--- src/rtl/zion_basic_circuit_lib_hs_reg_slice.sv ---
// Two-entry valid/ready register slice (skid buffer).
// Forward (data/valid) and backward (ready) paths are both registered.
module zion_basic_circuit_lib_hs_reg_slice #(
  parameter int                 WIDTH    = 8,
  parameter logic [WIDTH-1:0]   INI_DATA = '0
) (
  input  logic             clk,
  input  logic             rst,
  input  logic             iClr,
  input  logic             iVld,
  output logic             oRdy,
  input  logic [WIDTH-1:0] iDat,
  output logic             oVld,
  input  logic             iRdy,
  output logic [WIDTH-1:0] oDat,
  output logic [1:0]       oCnt
);

  localparam logic [1:0] EMPTY = 2'd0;
  localparam logic [1:0] ONE   = 2'd1;
  localparam logic [1:0] FULL  = 2'd2;

  if (WIDTH < 1) begin : g_width_chk
`ifdef CHECK_ERR_EXIT
    $fatal(1, "zion_basic_circuit_lib_hs_reg_slice: WIDTH must be >= 1");
`else
    $error("zion_basic_circuit_lib_hs_reg_slice: WIDTH must be >= 1");
`endif
  end

  logic [1:0]       state_q, state_d;
  logic [WIDTH-1:0] main_q, main_d;
  logic [WIDTH-1:0] skid_q, skid_d;
  logic             acc, pop;

  assign oVld = (state_q != EMPTY);
  assign oRdy = (state_q != FULL);
  assign oDat = main_q;
  assign acc  = iVld & oRdy;
  assign pop  = oVld & iRdy;

  // State encoding equals occupancy, so the count is the state itself.
  assign oCnt = state_q;

  always_comb begin
    state_d = state_q;
    main_d  = main_q;
    skid_d  = skid_q;
    if (iClr) begin
      state_d = EMPTY;
      main_d  = INI_DATA;
      skid_d  = INI_DATA;
    end else begin
      case (state_q)
        EMPTY: begin
          if (acc) begin
            main_d  = iDat;
            state_d = ONE;
          end
        end
        ONE: begin
          if (acc && pop) begin
            main_d = iDat;
          end else if (acc) begin
            skid_d  = iDat;
            state_d = FULL;
          end else if (pop) begin
            state_d = EMPTY;
          end
        end
        FULL: begin
          if (pop) begin
            main_d  = skid_q;
            state_d = ONE;
          end
        end
        default: state_d = EMPTY;
      endcase
    end
  end

  always_ff @(posedge clk or posedge rst) begin
    if (rst) begin
      state_q <= EMPTY;
      main_q  <= INI_DATA;
      skid_q  <= INI_DATA;
    end else begin
      state_q <= state_d;
      main_q  <= main_d;
      skid_q  <= skid_d;
    end
  end

endmodule

--- config.mk ---
export PLATFORM = sky130hd
export DESIGN_NAME = zion_basic_circuit_lib_hs_reg_slice
export DESIGN_NICKNAME = d
export VERILOG_FILES = /design/src/rtl/zion_basic_circuit_lib_hs_reg_slice.sv
export SDC_FILE = /design/constraint.sdc
export NUM_CORES = 1
export LEC_CHECK = 0
export CORE_MARGIN = 2
export CORE_UTILIZATION = 40
export DETAILED_ROUTE_END_ITERATION = 16
export PLACE_DENSITY = 0.69
export SYNTH_ARGS = -nofsm -noshare
export SYNTH_HDL_FRONTEND = slang
export SYNTH_SLANG_ARGS = --single-unit
--- constraint.sdc ---
create_clock -name clk -period 1.4 [get_ports clk]
set_input_delay 0.28 -clock clk [delete_from_list [all_inputs] [get_ports clk]]
set_output_delay 0.28 -clock clk [all_outputs]
set_load 0.05 [all_outputs]
### Word level (Yosys, flattened, before mapping)

Cells that the tools add are included.

| word-level totals | value |
|---|---|
| flip-flop bits (word level) | 18 |
| bits in latches | 0 |
| memory bits (writable) | 0 |
| ROM bits | 0 |
| input port bits | 13 |
| output and inout bits | 12 |
| memories | 0 |

| operators by class | value |
|---|---|
| add/sub/neg operators | 0 |
| multipliers | 0 |
| divide/modulo/power cells | 0 |
| $lt $le $gt $ge | 0 |
| eq/ne operators | 9 |
| shifts and indexed selects | 0 |
| mux-type cells | 15 |
| bitwise gates (word level) | 2 |
| reduce and logical (&&, ||, !) cells | 9 |

Operators by type and width:

| kind | count |
|---|---|
| 8-bit 2-to-1 mux | 7 |
| 8-bit one-hot mux with 3 select lines | 1 |
| 2-bit 2-to-1 mux | 6 |
| 3-bit inequality test (second input constant) | 4 |
| 4-bit AND reduction | 2 |
| 2-bit one-hot mux with 3 select lines | 1 |
| 2-bit nonzero test | 3 |
| 2-bit inequality test (second input constant) | 2 |
| 4-bit inequality test (second input constant) | 1 |
| 4-bit nonzero test | 1 |
| 3-bit AND reduction | 1 |
| 1-bit AND | 2 |
| 2-bit by 1-bit == test with 1-bit output (second input constant) | 1 |
| 2-bit == test (second input constant) | 1 |
| 2-bit zero test | 1 |
| 1-bit logical AND | 1 |

### Longest topological paths before layout

Gate-level depths: netlist of run 1.

| depth | value |
|---|---|
| word-level depth | 7 |
| gate-level depth with buffers | 6 |
| gate-level depth less buffers | 3 |

### Least setup slack after synthesis of run 1

No wires, ideal clock.

| path | value |
|---|---|
| path kind | reg-to-reg |
| start | reg state_q[0], in the netlist oCnt[0] |
| end | reg main_q[2], in the netlist oDat[2] |
| setup time | 134 ps |
| data arrival time | 1544 ps |
| required time | 1266 ps |
| setup slack | -278 ps |
| stages on the path, launching flop included | 5 |
| buffers on the path | 1 |
| period minus slack after synthesis | 1678 ps |
| cell sequence | dfrtp_1 -> or2b_1 -> buf_2 -> mux2i_1 -> o31ai_2 |

| on the way | value |
|---|---|
| longest elaborated chain between the ends | 5 |

Ends and longest elaborated chain:

| element | line | text |
|---|---|---|
| from (decl) | 31 | `logic [1:0] state_q, state_d;` |
| from (signal assigned) | 88 | `state_q <= state_d;` |
| 2-bit inequality test * | 37 | `assign oRdy = (state_q != FULL);` |
| named net oRdy | 11 | `output logic oRdy,` |
| 1-bit AND * | 39 | `assign acc = iVld & oRdy;` |
| 1-bit logical AND | 62 | `if (acc && pop) begin` |
| 3-bit inequality test (no source line) | - |  |
| 4-bit AND reduction (no source line) * | - |  |
| to (signal assigned) | 89 | `main_q <= main_d;` |
| to (decl) | 32 | `logic [WIDTH-1:0] main_q, main_d;` |

Mark *: on every way through the listed nets, which the timed path passes. The rest lies on a longest branch.
A chain may end at the register's enable or synchronous reset.

### Worst setup path after layout of run 1

| path | value |
|---|---|
| start | reg state_q[0], in the netlist oCnt[0] |
| end | out oVld |

| on the way | value |
|---|---|
| longest elaborated chain between the ends | 1 |

Ends and longest elaborated chain:

| element | line | text |
|---|---|---|
| 2-bit nonzero test | 36 | `assign oVld = (state_q != EMPTY);` |
| to (decl) | 13 | `output logic oVld,` |

Every way passes these cells.

==> results.cfg, run 1 <==
[die]
die_h_microns = 53.7
core-area_sq_um = 2410
num_rows = 18
pin_count = 25
die_area_sq_um = 2890
die_w_microns = 53.7
initial_utilization = 0.411

[synth]
yosysUniqueCellTypes = 21
synth_seq_area_share = 0.455
synth_mux_area_frac = 0.0809
syn_nets = 106
synth_top_family_by_area = compound AO/OA/AOI/OAI gates
synth_compound_area_frac = 0.248
syn_area_sq_um = 990
yosys.area_share.simple = 0.147
synth_xor_area_frac = 0
synth-adder-area-share = 0
avgSynthCellArea_sq_um = 10.6
syn_inst = 93
yosysWarnings = 0
synth_seq_cells = 18

[worst_setup_path]
crit_buf_inv = 2
critical_path_class = reg2out
critPathLaunchType = register
worstPathRequired_ns = 1.12
crit_path_max_fanout = 4
critPathTopFamily = flip-flops
end_kind = output pin
arrival_ns = 1.24
crit_slowest_cell = dfrtp_2
cpPeakStageDelay_ns = 0.44
setup.worst_path.start = oCnt[0]
crit_chain = buf_6 -> or2_4 -> buf_8
timing.rr.start = oCnt[1]

[power]
p_leak_nw = 0.716
powerDensity_nw_per_um2 = 824
peakVddDrop_mv = 0.744

[global_routing]
grt_pass1_wl_microns = 4080
grt_pass1_vias = 871
gr-total-overflow = 0
grt_usage = 0.200
grt_max_degree = 18
antenna_found_initial = 0

[clocking]
cts_max_level = 1
cts_buffer_depth = 2
cts_tree = done
cts_inserted_buffers = 3
cts_root_buf = clkbuf_4
clk_pin_slew_ns = 0.11
clkLatencyLatePin_ns = 0.29
cts.sinks = 18
cts_hold_buf = 0

[outcome]
status = finished, violations left
violations = setup timing

[timing]
fmax_ghz = 0.656
max_slew_margin = 0.793
skew_ns = 0.00232
hold_viol_final = 0
drv_slew = 0
tightest_slew_ns = 0.301
finalCriticalPeriod_ns = 1.52
finalSetupTns_ns = -0.224
rsz0062_at_grt = yes
min_period_over_period = 1.09
timing.final.ws_setup_ns = -0.125
setup_viol = 7

[cells_and_area]
num-nets-final = 144
stdcell_count = 160
syn2layout_area_growth_pct = 72.6
diodes = 0
drive_above_1_share = 0.538

[routing]
dr_total_vias = 920
dr.pass1.iters = 4
wirelength_microns = 2810
routedWlPerCell_microns = 17.5
drc = 0
vias_per_cell = 5.75
drt_iter0_drc = 17
ant_nets = 0

[place]
dpl.hpwl_microns = 1730
placed_cells = 151
gp_congestion = 0.713
numPortBuffers = 24

[run]
maxCapViolCount = 0

[worst_hold_path]
hold_path.class = in2async
-- cell type report --
type / instances / area, sq um
flip-flops and latches: 18 / 453
inverters: 2 / 7.51
repair buffers: 42 / 527
well taps: 30 / 37.5
fillers: 157 / 702
clock buffers: 4 / 36.3
multi-input cells: 64 / 647
-- timing repair --
item	4_1_cts	5_1_grt
buffers inserted	5	0
gates resized for setup	22	22
endpoints found under the hold margin	0	0
pin swaps	2	6
setup endpoints to repair	10	17
-- synth_stat cells (all sizes together) --
cell / count / area [sq um]
nand3b: 1 / 7.51
o21a: 2 / 15.0
o211a: 1 / 10.0
mux2i: 8 / 80.1
or2b: 1 / 7.51
nor2b: 1 / 6.26
o31ai: 8 / 100
nand2b: 1 / 13.8
nand2: 18 / 67.6
nand4bb: 1 / 11.3
a21oi: 10 / 50.1
nor2: 1 / 3.75
clkbuf: 2 / 7.51
dfrtp: 18 / 450
and4bb: 1 / 12.5
or2: 1 / 6.26
or3b: 1 / 8.76
inv: 2 / 7.51
buf: 7 / 53.8
o2111ai: 8 / 70.1
-- final timing paths --
check                             to  slack [ns]  cells past startpoint
setup reg to reg           skid_q[6]       -0.01                      5
setup / recovery                oVld       -0.12                      3
hold reg to reg            skid_q[5]        0.55                      2
min in group clk           skid_q[5]        0.55                      2
max in group asynchronous    oCnt[1]        0.96                      3
hold / removal             skid_q[0]        0.27                      3
-- where the power goes --
group          internal [W]  leakage [nW]  switching [W]  total (W)
combinational      0.000244         0.456       0.000253   0.000497
sequential         0.000550         0.239      0.0000365   0.000586
clock              0.000158        0.0210       0.000166   0.000325
-- per-layer routing --
| layer | track usage | vias to the layer above | routed length [microns] |
|---|---|---|---|
| met2 | 0.354 | 23 | 1470 |
| met1 | 0.249 | 478 | 1180 |
| met3 | 0.0333 | 6 | 120 |
| met4 | 0.0513 | 0 | 32 |
| met5 | 0 | - | 0 |
| li1 | - | 413 | - |
-- per-stage QoR --
| step | area (sq um) | util | hold slack, ns | power, W | setup slack [ns] |
|---|---|---|---|---|---|
| 6_report | 1710 | 0.709 | 0.267 | 0.00141 | -0.125 |
| 5_1_grt | 1710 | 0.709 | 0.271 | 0.00145 | -0.151 |
| 4_1_cts | 1600 | 0.663 | 0.262 | 0.00137 | -0.119 |
| 3_5_place_dp | 1420 | 0.590 | 0.515 | 0.00100 | -0.286 |
| 3_3_place_gp | 1420 | 0.590 | 0.509 | 0.000993 | -0.212 |
| 2_1_floorplan | 1010 | - | 0.218 | 0.000801 | -0.0255 |
-- layout by cell type (no fill, tap or decap), drive strengths merged, types with 2 or more instances in the layout --
cell           instances
buf                   30
nand2                 18
dfrtp                 18
clkdlybuf4s50         11
a21oi                 10
mux2i                  8
o2111ai                8
o31ai                  8
clkbuf                 4
inv                    2
o21a                   2
-- worst min-delay path, stage by stage --
cell and delay, ns:
clkdlybuf4s50_1 0.40, inv_1 0.07, buf_4 0.17
-- sequential cells by signal, summed over array words and instances, names as in the netlist --
register  cells
skid_q        8
oCnt          2
oDat          8
-- cells by family (layout without fill, tap and decap cells) --
group           Yosys count  count (layout)
compound gates           29              29
buf+inv                  11              48
simple gates             27              27
mux                       8               8
flops                    18              18
(Power assumes the default switching activity.)
==> inputs of run 2 (changes only) <==
--- a/config.mk
+++ b/config.mk
@@ -5,6 +5,7 @@
 export SDC_FILE = /design/constraint.sdc
 export NUM_CORES = 1
 export LEC_CHECK = 0
+export CAP_MARGIN = 20
 export CORE_MARGIN = 2
 export CORE_UTILIZATION = 40
 export DETAILED_ROUTE_END_ITERATION = 16
==> results of run 2 <==
No change in the layout: final DEF, timing and power equal those of run 1.
==> inputs of run 3 (changes only) <==
--- a/config.mk
+++ b/config.mk
@@ -9,7 +9,7 @@
 export CORE_MARGIN = 2
 export CORE_UTILIZATION = 40
 export DETAILED_ROUTE_END_ITERATION = 16
-export PLACE_DENSITY = 0.69
+export PLACE_DENSITY_LB_ADDON = 0.2
 export SYNTH_ARGS = -nofsm -noshare
 export SYNTH_HDL_FRONTEND = slang
 export SYNTH_SLANG_ARGS = --single-unit
==> results.cfg, run 3 (synthesized netlist as in run 1, its figures left out) <==
[outcome]
status = finished, violations left
violations = setup timing

[worst_setup_path]
critPathLaunchType = register
critical_path_class = reg2out
cpPeakStageDelay_ns = 0.43
crit_path_max_fanout = 3
crit_buf_inv = 1
worstPathRequired_ns = 1.12
arrival_ns = 1.18
crit_slowest_cell = dfrtp_2
crit_chain = or2_2 -> buf_6
end_kind = output pin
critPathTopFamily = flip-flops

[power]
p_leak_nw = 0.668
power_w = 0.00136
sw_frac_of_total = 0.318
p_seq_frac = 0.430
combPwrFrac = 0.326
intPower_w = 0.000924
p_clk_frac = 0.243
powerDensity_nw_per_um2 = 863
peakVddDrop_mv = 0.569
p_sw_w = 0.000432

[timing]
finalSetupTns_ns = -0.205
setup_viol = 10
timing.final.ws_setup_ns = -0.0573
finalCriticalPeriod_ns = 1.46
rsz0062_at_grt = yes
fmax_ghz = 0.686
max_slew_margin = 0.796
drv_slew = 0
hold_viol_final = 0
min_period_over_period = 1.04
tightest_slew_ns = 0.305
skew_ns = 0.00467

[clocking]
clkLatencyLatePin_ns = 0.29
cts.sinks = 18
cts_tree = done
clk_pin_slew_ns = 0.11
cts_root_buf = clkbuf_4
cts_max_level = 1
cts_buffer_depth = 2
cts_hold_buf = 0
cts_inserted_buffers = 3

[global_routing]
grt_usage = 0.174
grt_pass1_vias = 742
antenna_found_initial = 0
grt_max_degree = 19
grt_pass1_wl_microns = 3510
gr-total-overflow = 0

[cells_and_area]
drive_above_1_share = 0.448
diodes = 0
mostFrequentLayoutCell = nand2_1
num-nets-final = 139
layout_common_cells = nand2_1 (18), dfrtp_1 (16), clkdlybuf4s50_1 (12), buf_4 (12), buf_12 (11)
final_util = 0.652
fill_cells = 175
syn2layout_area_growth_pct = 58.8

[routing]
routedWlPerCell_microns = 14.5
vias_per_cell = 5.30
ant_nets = 0
dr_total_vias = 821
dr.pass1.iters = 4
drt_iter0_drc = 7
wirelength_microns = 2240
drc = 0

[die]
pin_count = 25
die_w_microns = 53.7
core-area_sq_um = 2410
die_h_microns = 53.7
num_rows = 18
die_area_sq_um = 2890
initial_utilization = 0.411

[run]
maxCapViolCount = 0

[place]
gp_congestion = 0.783
dpl.hpwl_microns = 1540
numPortBuffers = 24

[worst_hold_path]
hold_path.class = in2async
run 3: cell count changes in the layout (fill, tap and decap cells not counted), moves of 2 or more:
cell | previous run | this run
o31ai_2 | 5 | 7
buf_4 | 10 | 12
buf_6 | 7 | 1
a21oi_1 | 2 | 9
nand2_1 | 16 | 18
nand2_2 | 2 | 0
o31ai_4 | 3 | 1
a21oi_2 | 8 | 1
run 3: cell type report:
cell class / instances / area (sq um) / share of cell area
Multi-Input combinational cell: 64 / 581 / 0.369
Sequential cell: 18 / 453 / 0.288
Tap cell: 30 / 37.5 / 0.0239
Inverter: 2 / 7.51 / 0.00478
Clock buffer: 4 / 36.3 / 0.0231
Timing Repair Buffer: 37 / 457 / 0.291
run 3: per-stage QoR:
stage,hold slack (ns),instance area [sq um],std cells,worst slack [ns]
4_1_cts,0.296,1490,156,-0.147
6_report,0.286,1570,155,-0.0573
3_5_place_dp,0.515,1400,147,-0.278
3_3_place_gp,0.508,1400,147,-0.247
5_1_grt,0.328,1570,155,-0.0925
2_1_floorplan,0.218,1010,93,-0.0255
run 3: metal layers:
layer / share of wire / vias to the layer above / global-route usage / wire [microns]
met4: 0.0085 / 0 / 0.0641 / 19
met5: 0 / - / 0 / 0
met2: 0.52 / 21 / 0.280 / 1160
met1: 0.44 / 395 / 0.236 / 993
li1: - / 403 / - / -
met3: 0.030 / 2 / 0.0250 / 67
run 3: what timing repair did:
action,4_1_cts,5_1_grt
resized for setup,3,17
cloned,0,0
pin swaps,1,2
buffers inserted,5,0
endpoints found under the setup margin,2,12
run 3: tightest hold or removal path, delay by kind of cell:
kind / cells / cell delay (ns)
buffers and inverters: 3 / 0.68
run 3: power by group through the flow:
stage	Sequential, W	Combinational [W]	Clock (W)
global placement	0.000592	0.000390	0
floorplan	0.000662	0.000139	0
CTS	0.000578	0.000418	0.000333
global route	0.000587	0.000469	0.000360
finish	0.000583	0.000443	0.000330
detailed placement	0.000594	0.000393	0
run 3: final timing paths:
path / startpoint / to / slack, ns / depth (start not counted)
worst max-delay path: oCnt[1] / oVld / -0.06 / 2
worst min-delay path: rst / skid_q[7] / 0.29 / 3
worst max register to register: oCnt[0] / oDat[1] / -0.02 / 5
worst min register to register: skid_q[6] / skid_q[6] / 0.53 / 2
max in group asynchronous: rst / oCnt[0] / 0.90 / 3
min in group clk: skid_q[6] / skid_q[6] / 0.53 / 2
==> variant (settings of run 1) <==
The parameter `WIDTH` goes from 8 to 10.
--- a/src/rtl/zion_basic_circuit_lib_hs_reg_slice.sv
+++ b/src/rtl/zion_basic_circuit_lib_hs_reg_slice.sv
@@ -1,7 +1,7 @@
 // Two-entry valid/ready register slice (skid buffer).
 // Forward (data/valid) and backward (ready) paths are both registered.
 module zion_basic_circuit_lib_hs_reg_slice #(
-  parameter int                 WIDTH    = 8,
+  parameter int                 WIDTH    = 10,
   parameter logic [WIDTH-1:0]   INI_DATA = '0
 ) (
   input  logic             clk,
Ports: changed (resized iDat and oDat); port bits go from 25 to 29. No check against the original RTL was run, so the function may have changed too.
==> variant against run 1 <==
The run still ends with negative setup slack left; final cell count grew 12%; global-route usage shrank 3.7 points; sequential cell count grew 4; area after synthesis grew 12%; cell area grew 8.4%; worst setup slack gained 0.020 ns; critical path depth is the same; synthesized cell count grew 17%; highest routed layer unchanged; total power grew 13%; routed wire length grew 6.2%; combinational power grew 7.8%; count of clock-buffer cells in the layout is the same.
==> variant: results (changes against run 1) <==
| Metric | Value |
|---|---|
| Slack of the critical path | -0.105 ns (+0.0196 ns) |
| CP max FO | 2 (-2) |
| Reg2reg path depth | 4 (-1) |
| Vias in the first global route | 929 (+6.7%) |
| Reg-to-Reg End | oDat[8]$_DFFE_PP0P_ |
| Final WL | 2980 um (+6.2%) |
| # nets final | 164 (+14%) |
| Global-route usage over all layers | 16.3% (-3.7 points) |
| Lkg Pwr | 0.803 nW (+12%) |
| Pre-antenna DRT Iters | 4 (unchanged) |
| Largest net degree at the start of global routing | 23 (+5) |
| First-pass GRT wire length | 4150 um (+1.7%) |
| GP Congestion | 0.762 (+6.8%) |
| Fraction of layout instances using a drive strength above 1 | 43.2% (-11 points) |
| Area after DPL | 0.00160 mm^2 (+12%) |
| Status | finished with violations |
| Synth top cells by count | dfrtp_1 (22), nand2_1 (21), a21oi_1 (11), mux2i_1 (11) |
| DRT iter0 DRCs | 10 (-7) |
| Compound-cell area share of the yosys netlist | 21.9% (-2.8 points) |
| Post-DP HPWL | 1790 um (+3.1%) |
| # setup viols final | 10 (+3) |
| Worst rel slew slack | 75.1% (-4.2 points) |
| Net Count, Synth | 124 (+17%) |
| IO buf count | 28 (+17%) |
| Psw | 0.506 mW (+11%) |
| Setup Skew | 0.00176 ns (-0.000566 ns) |
| Failing checks | negative setup slack |
| Peak supply drop | 0.000691 V (-7.1%) |
| Register area share after synthesis | 49.8% (+4.3 points) |
[variant: cell types whose count changed in the layout (fill, tap and decap cells not counted), sizes merged, moves of 2 or more]
| cell | run 1 | this run |
|---|---|---|
| o31ai | 8 | 10 |
| mux2i | 8 | 11 |
| nand2 | 18 | 21 |
| dfrtp | 18 | 22 |
| o2111ai | 8 | 10 |
[variant: logic make-up after synthesis]
| logic type | after synthesis |
|---|---|
| flops | 22 |
| simple gates | 29 |
| buf+inv | 13 |
| compound gates | 34 |
| mux | 11 |
[variant: routing by layer]
layer | part of all wire (%) | track usage [%]
met3 | 3.7 | 2.76
met4 | 0.64 | 5.10
met5 | 0 | 0
met1 | 45 | 22.2
met2 | 51 | 26.4
[variant: how the worst max path moves through the flow]
| stage | startpoint | endpoint | slack [ns] | cells after the start |
|---|---|---|---|---|
| 2_1_floorplan | oCnt[0]$_DFFE_PP0P_ | oVld | -0.01 | 3 |
| 6_report | oCnt[1]$_DFFE_PP0P_ | oVld | -0.10 | 3 |
| 3_5_place_dp | iVld | oDat[4]$_DFFE_PP0P_ | -0.33 | 4 |
| 3_3_place_gp | iVld | skid_q[9]$_DFFE_PP0P_ | -0.28 | 5 |
| 4_1_cts | oCnt[1]$_DFFE_PP0P_ | oVld | -0.1 | 3 |
| 5_1_grt | oCnt[1]$_DFFE_PP0P_ | oVld | -0.13 | 3 |
[variant: repair_timing]
item | 4_1_cts | 5_1_grt
buffers inserted | 5 | 1
pin swaps | 1 | 0
gates cloned | 0 | 2
resized for setup | 6 | 30
endpoints found under the setup margin | 7 | 24
hold buffers | 0 | 0
[variant: per-stage QoR]
step / utilization (%) / setup WS (ns) / hold WS [ns] / cells / TNS [ns]
6_report: 68.9 / -0.105 / 0.285 / 179 / -0.257
5_1_grt: 68.9 / -0.133 / 0.299 / 179 / -1.33
4_1_cts: 63.0 / -0.0979 / 0.297 / 176 / -0.196
3_5_place_dp: 59.5 / -0.330 / 0.515 / 167 / -6.13
3_3_place_gp: 59.5 / -0.279 / 0.509 / 167 / -5.24
2_1_floorplan: - / -0.0127 / 0.269 / 109 / -0.0127
[variant: power groups by stage]
| stage | Combinational, mW | Clock, mW | Sequential (mW) |
|---|---|---|---|
| 2_1_floorplan | 0.145 | 0 | 0.807 |
| 3_5_place_dp | 0.458 | 0 | 0.726 |
| 6_report | 0.536 | 0.349 | 0.712 |
| 5_1_grt | 0.562 | 0.383 | 0.716 |
| 4_1_cts | 0.478 | 0.345 | 0.710 |
| 3_3_place_gp | 0.453 | 0 | 0.723 |
[variant: cell type report]
cell class / count / area [um^2]
clock buffers: 4 / 36.3
fillers: 190 / 835
inverters: 2 / 7.51
multi-input cells: 75 / 648
flip-flops and latches: 22 / 553
well taps: 31 / 38.8
repair buffers: 45 / 568
